$ cat src/rtl/prop_checker_pkg.sv
// Shared types for the property checker: rule encoding and implication lane states.
package prop_checker_pkg;

  typedef enum logic [1:0] {
    CHK_EQUAL = 2'd0,
    CHK_MUTEX = 2'd1,
    CHK_IMPLY = 2'd2,
    CHK_OFF   = 2'd3
  } chk_mode_e;

  typedef enum logic {
    LS_IDLE = 1'b0,
    LS_WAIT = 1'b1
  } lane_state_e;

endpackage

$ cat src/rtl/prop_chk_lane.sv
// One monitored channel: rule evaluation, implication FSM, registered pulses,
// sticky fail flag and saturating fail counter.
module prop_chk_lane
  import prop_checker_pkg::*;
#(
  parameter int CNT_W = 8,
  parameter int WIN_W = 3
) (
  input  logic             clk,
  input  logic             rst,
  input  logic             en,
  input  logic             clr,
  input  logic             a,
  input  logic             b,
  input  logic [1:0]       mode,
  input  logic [WIN_W-1:0] win,
  output logic             pass_p,
  output logic             fail_p,
  output logic             fail_ev,
  output logic             fail_sticky,
  output logic [CNT_W-1:0] fail_cnt
);

  lane_state_e      state_reg, state_next;
  logic [WIN_W-1:0] wcnt_reg, wcnt_next;
  logic [1:0]       prev_mode_reg;
  logic             pass_reg, fail_reg, pass_next, fail_next;
  logic             sticky_reg;
  logic [CNT_W-1:0] cnt_reg;

  chk_mode_e        mode_e;
  logic             mode_chg;
  logic [WIN_W-1:0] bound;
  logic             timeout;

  assign mode_e   = chk_mode_e'(mode);
  assign mode_chg = (mode != prev_mode_reg);
  assign bound    = (win == '0) ? WIN_W'(1) : win;
  // >= rather than == so a window shrunk mid-flight still times out
  assign timeout  = (wcnt_reg >= bound);

  always_ff @(posedge clk) begin
    if (rst) begin
      state_reg     <= LS_IDLE;
      wcnt_reg      <= '0;
      prev_mode_reg <= mode;
      pass_reg      <= 1'b0;
      fail_reg      <= 1'b0;
      sticky_reg    <= 1'b0;
      cnt_reg       <= '0;
    end else begin
      state_reg     <= state_next;
      wcnt_reg      <= wcnt_next;
      prev_mode_reg <= mode;
      pass_reg      <= pass_next;
      fail_reg      <= fail_next;
      if (clr) begin
        sticky_reg <= 1'b0;
        cnt_reg    <= '0;
      end else if (fail_next) begin
        sticky_reg <= 1'b1;
        if (cnt_reg != '1) cnt_reg <= cnt_reg + CNT_W'(1);
      end
    end
  end

  always_comb begin
    state_next = state_reg;
    wcnt_next  = wcnt_reg;
    if (mode_chg || mode_e != CHK_IMPLY) begin
      state_next = LS_IDLE;
      wcnt_next  = '0;
    end else if (en) begin
      case (state_reg)
        LS_IDLE: begin
          if (a) begin
            state_next = LS_WAIT;
            wcnt_next  = WIN_W'(1);
          end
        end
        LS_WAIT: begin
          if (b || timeout) begin
            state_next = LS_IDLE;
            wcnt_next  = '0;
          end else begin
            wcnt_next = wcnt_reg + WIN_W'(1);
          end
        end
        default: begin
          state_next = LS_IDLE;
          wcnt_next  = '0;
        end
      endcase
    end
  end

  always_comb begin
    pass_next = 1'b0;
    fail_next = 1'b0;
    if (en && !mode_chg) begin
      case (mode_e)
        CHK_EQUAL: begin
          pass_next = (a == b);
          fail_next = (a != b);
        end
        CHK_MUTEX: begin
          pass_next = !(a && b);
          fail_next = a && b;
        end
        CHK_IMPLY: begin
          if (state_reg == LS_WAIT) begin
            pass_next = b;
            fail_next = !b && timeout;
          end
        end
        default: ;
      endcase
    end
  end

  assign pass_p      = pass_reg;
  assign fail_p      = fail_reg;
  assign fail_ev     = fail_next;
  assign fail_sticky = sticky_reg;
  assign fail_cnt    = cnt_reg;

endmodule

$ cat config.mk
export PLATFORM = sky130hd
export DESIGN_NAME = prop_chk_lane
export DESIGN_NICKNAME = d
export VERILOG_FILES = /design/src/rtl/prop_checker_pkg.sv /design/src/rtl/prop_chk_lane.sv
export SDC_FILE = /design/constraint.sdc
export NUM_CORES = 1
export LEC_CHECK = 0
export ABC_AREA = 1
export CAP_MARGIN = 10
export CORE_MARGIN = 2
export CORE_UTILIZATION = 44
export CTS_CLUSTER_SIZE = 10
export DETAILED_ROUTE_END_ITERATION = 10
export PLACE_DENSITY = 0.74
export SYNTH_ARGS = -nofsm -noshare
export SYNTH_HDL_FRONTEND = slang
export SYNTH_SLANG_ARGS = --single-unit
export TNS_END_PERCENT = 100
$ cat constraint.sdc
create_clock -name clk -period 1.5 [get_ports clk]
set_input_delay 0.3 -clock clk [delete_from_list [all_inputs] [get_ports clk]]
set_output_delay 0.3 -clock clk [all_outputs]
set_load 0.005 [all_outputs]
Yosys cells after proc, flatten, opt, wreduce, memory -nomap -nowiden
Index checks and enable logic that the tools add are counted.
Cells by class
  $lt $le $gt $ge: 1
  eq/ne operators: 8
  $add $sub $neg: 2
  bitwise operators: 2
  mux-type cells: 12
  reduce and logical (&&, ||, !) cells: 15
Operators with widths (number)
  two-way mux 3 bit: 3
  adder 8 x 1 -> 8 bit (second input constant): 1
  inequality test 8 bit (second input constant): 1
  one-hot mux 1 bit (3 select lines): 2
  one-hot mux 3 bit (2 select lines): 1
  OR reduction 2 bit: 3
  two-way mux 1 bit: 5
  inequality test 2 bit (second input constant): 2
  AND reduction 2 bit: 2
  adder 3 x 1 -> 3 bit (second input constant): 1
  >= comparator 3 bit: 1
  logical AND 1 bit: 3
  zero test 1 bit: 3
  zero test 3 bit: 1
  == test 2 x 1 -> 1 bit (second input constant): 1
  == test 2 bit (second input constant): 1
  zero test 2 bit: 1
  logical OR 1 bit: 2
  inequality test 2 bit: 1
  NOT 1 bit: 2
  one-hot mux 1 bit (2 select lines): 1
  == test 1 bit: 1
  inequality test 1 bit: 1
Storage, ports and cells
  register bits after elaboration: 17
  bits of input ports: 11

Depth between registers and ports, before layout
  depth in word-level cells: 8
  mapped depth: 12
  mapped depth without buffers: 12

Worst setup path before layout
Ideal clock, no wire load.
  path type: input port to output port
  start: in win[0]
  end: out fail_ev
  arrival: 1.231 ns
  required time: 1.200 ns
  stages: 10
  path buffers: 0
  setup slack: -0.031 ns
  path through: o21bai_1 -> ha_1 -> inv_1 -> nand2_1 -> nand2_1 -> nand2_1 -> nand2_1 -> nand2_2 -> nand2_1 -> inv_1
On the way
  longest elaborated chain between the ends: 7
RTL lines
  start: declaration: RTL line prop_chk_lane.sv:16  | input logic [WIN_W-1:0] win,
  zero test 3 bit: RTL line prop_chk_lane.sv:38  | assign bound = (win == '0) ? WIN_W'(1) : win;
  two-way mux 3 bit (*): RTL line prop_chk_lane.sv:38
  >= comparator 3 bit (*): RTL line prop_chk_lane.sv:40  | assign timeout = (wcnt_reg >= bound);
  logical AND 1 bit (*): RTL line prop_chk_lane.sv:113  | fail_next = !b && timeout;
  two-way mux 1 bit (*): RTL line prop_chk_lane.sv:111  | if (state_reg == LS_WAIT) begin
  one-hot mux 1 bit (3 select lines) (*): RTL line prop_chk_lane.sv:101  | case (mode_e)
  two-way mux 1 bit (*): RTL line prop_chk_lane.sv:100  | if (en && !mode_chg) begin
  end: declaration: RTL line prop_chk_lane.sv:19  | output logic fail_ev,
Mark *: on every way between the ends. The rest lies on a longest branch, timed or not.

Final worst setup path
  start: reg wcnt_reg[2]
  end: out fail_ev
On the way
  longest elaborated chain between the ends: 5
RTL lines
  start: declaration: RTL line prop_chk_lane.sv:25  | logic [WIN_W-1:0] wcnt_reg, wcnt_next;
  start signal: assignment: RTL line prop_chk_lane.sv:53  | wcnt_reg <= wcnt_next;
  >= comparator 3 bit: RTL line prop_chk_lane.sv:40
  logical AND 1 bit: RTL line prop_chk_lane.sv:113
  two-way mux 1 bit: RTL line prop_chk_lane.sv:111
  one-hot mux 1 bit (3 select lines): RTL line prop_chk_lane.sv:101
  two-way mux 1 bit: RTL line prop_chk_lane.sv:100
Every way passes these cells.

==> results.txt <==
Beginning of the worst register-to-register path = wcnt_reg[2]
IR drop worst, VDD = 0.432 mV
Floorplan die height = 51.9 µm
Overall via count from detail_route = 1160
Aggregate routed wire length = 2970 µm
Number of buffers and inverters on the critical path = 3
CTS tree = done
Final hold violation count = 0
Launch instance of the worst min-delay path = mode[1]
Worst hold slack across all endpoints = 0.255 ns
Highest cell delay on the worst timing path = 0.36 ns
Endpoint of the lowest-slack register-to-register path = fail_cnt[2]
Routed via count divided by cell count = 5.30
Number of pins exceeding their max-slew limit in the final report = 0
Dominant cells by area after synthesis = sky130_fd_sc_hd__dfxtp_1 34%, sky130_fd_sc_hd__nand2_1 12%, sky130_fd_sc_hd__ha_1 7.4%, sky130_fd_sc_hd__inv_1 7.4%, sky130_fd_sc_hd__a21oi_1 6.4%
Final Wtd Congestion = 0.842
Final non-filler cell total = 219
Number of placed instances with taps included = 210
Standard cell core area = 0.00219 mm²
Violated checks = setup timing
FMAX = 0.554 GHz
Number of endpoints failing setup at the final stage = 9
Arithmetic-cell share of the synthesized area counting full adders, half adders and majority gates = 7.43%
Worst hold endpoint = prev_mode_reg[1]
Maximum count of clock buffers along a single path = 2
Number of flops mapped to enable cells by yosys = 0
Proportion of power drawn by combinational gates = 19.3%
DRC marker count from the first detailed-route iteration = 42
Commonest cells in the synthesized netlist = 32 x sky130_fd_sc_hd__nand2_1, 20 x sky130_fd_sc_hd__inv_1, 17 x sky130_fd_sc_hd__dfxtp_1, 17 x sky130_fd_sc_hd__nor2_1, 13 x sky130_fd_sc_hd__a21oi_1
Crit-path leading delay family = simple AND/OR/NAND/NOR gates
Cell type with the highest occurrence count on the critical path = sky130_fd_sc_hd__nand2_2
Most used standard cell by instance count after synthesis = sky130_fd_sc_hd__nand2_1
Post-Synthesis Cell Area = 0.00101 mm²
Cell-internal power = 0.634 mW
FF-to-FF setup slack = -0.06 ns
Vias in the first global route = 1069
Post-synth net total = 159
Area of the die = 0.00269 mm²
Area leader, netlist = sky130_fd_sc_hd__dfxtp_1
Result of the run = finished with violations
P_sw = 0.240 mW
Min-delay worst type = input pin to flip-flop
Unrepaired setup endpoints after global routing = true
Residual DRC = 0
Worst path slowest cell = sky130_fd_sc_hd__dfxtp_2
Maximum number of pins on one net before global-route repair = 10
CP Class = flip-flop to output pin
Most instantiated flip-flop cell in the synthesis netlist = sky130_fd_sc_hd__dfxtp_1
Area delta synth->final = 58.4%
Yosys cell types = 22
Switching share of total power = 27.5%
Clock insertion delay at the later pin of the skew report = 0.29 ns
Wire length per cell = 13.6 µm
Required time of the worst setup path = 1.20 ns
Number of input and output port buffers inserted = 22
Ant diodes = 0
Hold-critical path depth = 1
Count of synthesis-stage warnings from yosys = 0
Multiplexer area fraction after synthesis = 0%
First-pass GRT wire length = 4610 µm
Fraction of the mapped netlist area in compound gates = 9.42%
Antenna violations before repair = 0
Layout cells sized above 1 = 35.1%
Total global-route track usage = 22.6%
Net count, final = 209
Root cell of the clock tree = sky130_fd_sc_hd__clkbuf_4
Synth Area per Inst = 7.11 µm²
Arrival time at the worst endpoint = 1.50 ns
Yosys top cell area share = 33.7%
I/O pin count = 23
Fraction of the yosys area taken by sequential cells = 33.7%
Max FFs per register = 8
Leakage Power = 0.732 nW
Cells along the critical path = ha_4 -> nand2_2 -> inv_2 -> nand2_2 -> nand2_2 -> nand2_2 -> nand2_2 -> nand2_2 -> inv_2 -> buf_6
Synthesized instance count = 142
Transition time at the pin with the least slew margin = 0.419 ns
Remaining max-slew budget at the tightest pin = 71.9%
Post-route minimum period = 1.80 ns
Xor and xnor fraction of the mapped netlist area = 3.47%
Chip width = 51.9 µm
Number of synthesized register bits = 17
First-pass iteration count of the detailed router = 5
CTS buffer count = 3
Async set-or-reset flop fraction in the synthesized netlist = 0%
Worst R2R Path Depth = 11
Period Utilization, post-route = 120%
Worst setup EP type = output pin
Final clock skew = 0.00854 ns
Proportion of power drawn by flip-flops and latches = 52.0%
Nature of the critical path startpoint = flip-flop
Initial standard-cell utilization of the core = 46.1%
Basic-gate share of the synthesized area counting and, or, nand and nor cells = 38.2%
Clk sinks = 17
Number of rows in the core area = 17
Number of maximum-capacitance constraint violations = 0
Share of total power in the clock network = 28.7%
Dpl hpwl = 1900 µm
Non-Filler Cell Area, Final = 0.00160 mm²
H-tree depth = 1
Max Fanout on Critical Path = 2
Combinational family with the most area after synthesis = simple AND/OR/NAND/NOR gates
Areal power density over the cells = 546 mW/mm²
Worst path setup slack after routing = -0.305 ns
Clock transition at the registers of the reported paths = 0.11 ns
Grt ovf = 0
Number of nets with antenna violations after routing = 0
Area after DPL = 0.00140 mm²
[timing repair]
| item | CTS | global route |
|---|---|---|
| endpoints found under the setup margin | 21 | 16 |
| pin swaps | 8 | 8 |
| hold buffers | 0 | 0 |
| gates cloned | 1 | 0 |
| resized for setup | 36 | 18 |
| setup buffers | 5 | 2 |
[cells by family (layout without fill, tap and decap cells)]
group / count (synthesis) / in the layout
xor+xnor: 4 / 4
simple gates: 76 / 77
flops: 17 / 17
fa+ha+maj: 6 / 6
buf+inv: 21 / 69
compound gates: 18 / 18
[layout make-up]
cell class              count  area, µm²
multi-input cells         105        713
fillers                   166        592
repair buffers             44        389
flip-flops and latches     17        357
inverters                  21       78.8
well taps                  28       35.0
clock buffers               4       26.3
[worst max-delay path by stage]
stage	from	to	cells past startpoint
after global routing	wcnt_reg[0]	fail_ev	11
after CTS	wcnt_reg[0]	fail_ev	11
after floorplan	win[0]	fail_ev	10
final	wcnt_reg[2]	fail_ev	10
after global placement	win[1]	fail_ev	12
after detailed placement	win[1]	fail_ev	12
[power by group through the flow]
stage | Combinational [mW] | Clock, mW | Sequential (mW)
2_1_floorplan | 0.0609 | 0 | 0.468
3_3_place_gp | 0.129 | 0 | 0.468
3_5_place_dp | 0.135 | 0 | 0.468
4_1_cts | 0.152 | 0.259 | 0.454
5_1_grt | 0.181 | 0.269 | 0.455
6_report | 0.168 | 0.251 | 0.454
[per-layer routing]
| metal | GRT usage [%] | wire [µm] | up-vias |
|---|---|---|---|
| li1 | - | - | 569 |
| met1 | 28.1 | 1240 | 549 |
| met2 | 39.7 | 1520 | 34 |
| met3 | 2.59 | 152 | 8 |
| met4 | 8.33 | 59 | 0 |
| met5 | 0 | 0 | - |
[stage by stage]
step | setup TNS (ns) | total power [mW] | utilization [%] | worst slack (ns)
global placement | -7.19 | 0.597 | 64.0 | -0.855
floorplan | -0.0182 | 0.529 | - | -0.0182
finish | -0.713 | 0.873 | 73.0 | -0.305
detailed placement | -8.05 | 0.603 | 64.0 | -0.916
CTS | -1.80 | 0.866 | 70.4 | -0.285
global route | -1.41 | 0.905 | 73.0 | -0.375
[cell usage in the layout (no fill, tap or decap), drive strengths merged]
cell and n:
nand2 35, buf 23, a21oi 13, dfxtp 17, o21a 1, clkdlybuf4s50 12
nor2 19, clkdlybuf4s15 3, nand4 8, xnor2 3, nand3 10, nand3b 1
clkbuf 4, nor4 1, dlymetal6s2s 2, dlygate4sd2 4, nor3 3, xor2 1
ha 6, o21ai 3, inv 21, o21bai 1
(Power assumes the default switching activity.)
==> RTL edit: new RTL, config.mk and constraints unchanged <==
Set the parameter `WIN_W` to 2 (it was 3).
--- a/src/rtl/prop_chk_lane.sv
+++ b/src/rtl/prop_chk_lane.sv
@@ -5,5 +5,5 @@
 #(
   parameter int CNT_W = 8,
-  parameter int WIN_W = 3
+  parameter int WIN_W = 2
 ) (
   input  logic             clk,
Ports: changed (resized win); port bits go from 23 to 22. No check against the original RTL was run, so the function may have changed too.
==> RTL edit against the unedited design <==
  * The flow still finishes with violations (negative setup slack)
  * Critical path depth increased by 1
  * Routed wire length decreased by 7.2%
  * Worst setup slack improved by 0.096 ns
  * Total power increased by 1.2%
  * Utilization decreased by 0.74 points
  * Synthesized area decreased by 0.25%
  * Sequential cell count decreased by 1
  * Clock skew decreased by 0.0020 ns
  * Final area decreased by 1.0%
  * Critical endpoint unchanged
  * Largest power group unchanged
==> RTL edit: results <==
group,metric,value,unit
status,status,"finished, violations left",
status,violations,"negative setup slack",
cells_and_area,nets,211,
cts,clock_latency,0.29,ns
routing,vias_per_cell,4.89,
worst_hold_path,hp-class,"in -> reg",
cts,numCtsBuffers,3,
synth,synth_commonest_cells,"nand2_1 (33), inv_1 (23), nor2_1 (21), dfxtp_1 (16), nand3_1 (7)",
sta,skew,0.00656,ns
worst_setup_path,cp_slowest_stage_delay,0.27,ns
cts,cts_root_buf,"clkbuf_4",
global_route,first_global_vias,1073,
place,gp_congestion,0.776,
cells_and_area,drive_above_1_share,36.2,%
cells_and_area,final_cell_count_no_fill,224,
routing,drt_iter0_markers,28,
global_route,antenna_found_initial,0,
power,p_leak,0.763,nW
place,dp_slack,-1.06,ns
worst_setup_path,cp_top_family,"simple AND/OR/NAND/NOR gates",
synth,synth_nets,158,
sta,finalSetupTns,-0.668,ns
global_route,grt_start_max_net_pins,12,
cells_and_area,antennaDiodeCount,0,
synth,synth_ff_type,"dfxtp_1",
power,worst_ir_drop_vdd,0.705,mV
sta,max_slew_margin,72.3,%
worst_setup_path,critical_path.max_fanout,2,
routing,drtPass1Iterations,4,
global_route,grt_pass1_wl,4330,µm
cts,clk_pin_slew,0.10,ns
routing,avgRoutedWirePerCell,12.3,µm
cells_and_area,largest_reg_flops,8,
synth,yosysUniqueCellTypes,26,
worst_setup_path,crit_slowest_cell,"ha_4",
synth,ys_warn_count,0,
place,io_buffer_count,21,
synth,ys_async_sr_fraction,0,%
cts,cts.htree.levels,1,
sta,finalSetupViolations,8,
worst_setup_path,arrival,1.41,ns
global_route,track_usage,21.4,%
synth,ys_top_cells_by_area,"dfxtp_1 (32%), nand2_1 (12%), inv_1 (8.6%), nor2_1 (7.8%), nand3_2 (6.0%)",
synth,syn_area_per_cell,6.99,µm²
sta,setup_slack,-0.209,ns
cts,clock_path_buffers,2,
place,hpwl,1680,µm
synth,seq_area_frac_synth,31.8,%
RTL edit: cell types whose count changed in the layout (fill, tap and decap cells not counted), sizes merged, moves of 2 or more:
cell,before,now
a21oi,13,5
buf,23,32
clkdlybuf4s15,3,0
ha,6,4
inv,21,25
nand3,10,13
nand4,8,5
nor2,19,23
RTL edit: layout make-up:
type	instances	area [µm²]
Clock buffer	4	36.3
Fill cell	183	608
Inverter	25	104
Multi-Input combinational cell	101	641
Sequential cell	16	348
Tap cell	28	35.0
Timing Repair Buffer	50	419
RTL edit: timing repair:
| item | in CTS | in global routing |
|---|---|---|
| hold buffers | 0 | 0 |
| setup endpoints to repair | 22 | 19 |
| buffers inserted | 7 | 8 |
| resized for setup | 33 | 14 |
| pin swaps | 12 | 8 |
RTL edit: final timing paths:
check,cells after the start,endpoint,slack [ns],startpoint
max,11,fail_ev,-0.21,win[1]
max reg2reg,10,wcnt_reg[0]$_SDFFE_PP0P_,-0.12,wcnt_reg[0]$_SDFFE_PP0P_
min reg2reg,1,fail_sticky$_SDFFE_PP0P_,0.46,fail_sticky$_SDFFE_PP0P_
min,1,prev_mode_reg[0]$_DFF_P_,0.35,mode[0]
RTL edit: kinds of logic after synthesis:
kind of cell / synth area share [%]
buffers and inverters: 12.4
AOI/OAI and AO/OA: 6.58
xor gates and xnor gates: 3.48
DFF: 31.8
adders and majority gates: 4.97
and+or+nand+nor: 40.7
RTL edit: through the flow:
step / instance area [µm²] / power [mW]
final: 1580 / 0.884
after floorplan: 1040 / 0.526
after global placement: 1380 / 0.584
after CTS: 1470 / 0.884
after global routing: 1580 / 0.919
after detailed placement: 1380 / 0.587
RTL edit: power by group:
group | switching (mW) | internal [mW] | total, mW
Sequential | 0.00237 | 0.419 | 0.421
Clock | 0.145 | 0.148 | 0.293
Combinational | 0.0882 | 0.0816 | 0.170
Total | 0.235 | 0.648 | 0.884
RTL edit: worst register-to-register path: cells and delay by family, from the launching register on:
family	cells	cell delay [ns]
buffers and inverters	5	0.52
AND/OR/NAND/NOR	2	0.16
flip-flops	1	0.35
AO/OA/AOI/OAI	2	0.23
adder cells (fa/ha/maj)	1	0.27
RTL edit: per-layer routing:
layer  wire length [µm]  GRT usage, %  vias up
met2               1500          40.9       26
met3                 88          5.75        6
met5                  0             0        -
met1               1130          22.5      505
li1                   -             -      558
met4                 45          6.14        0
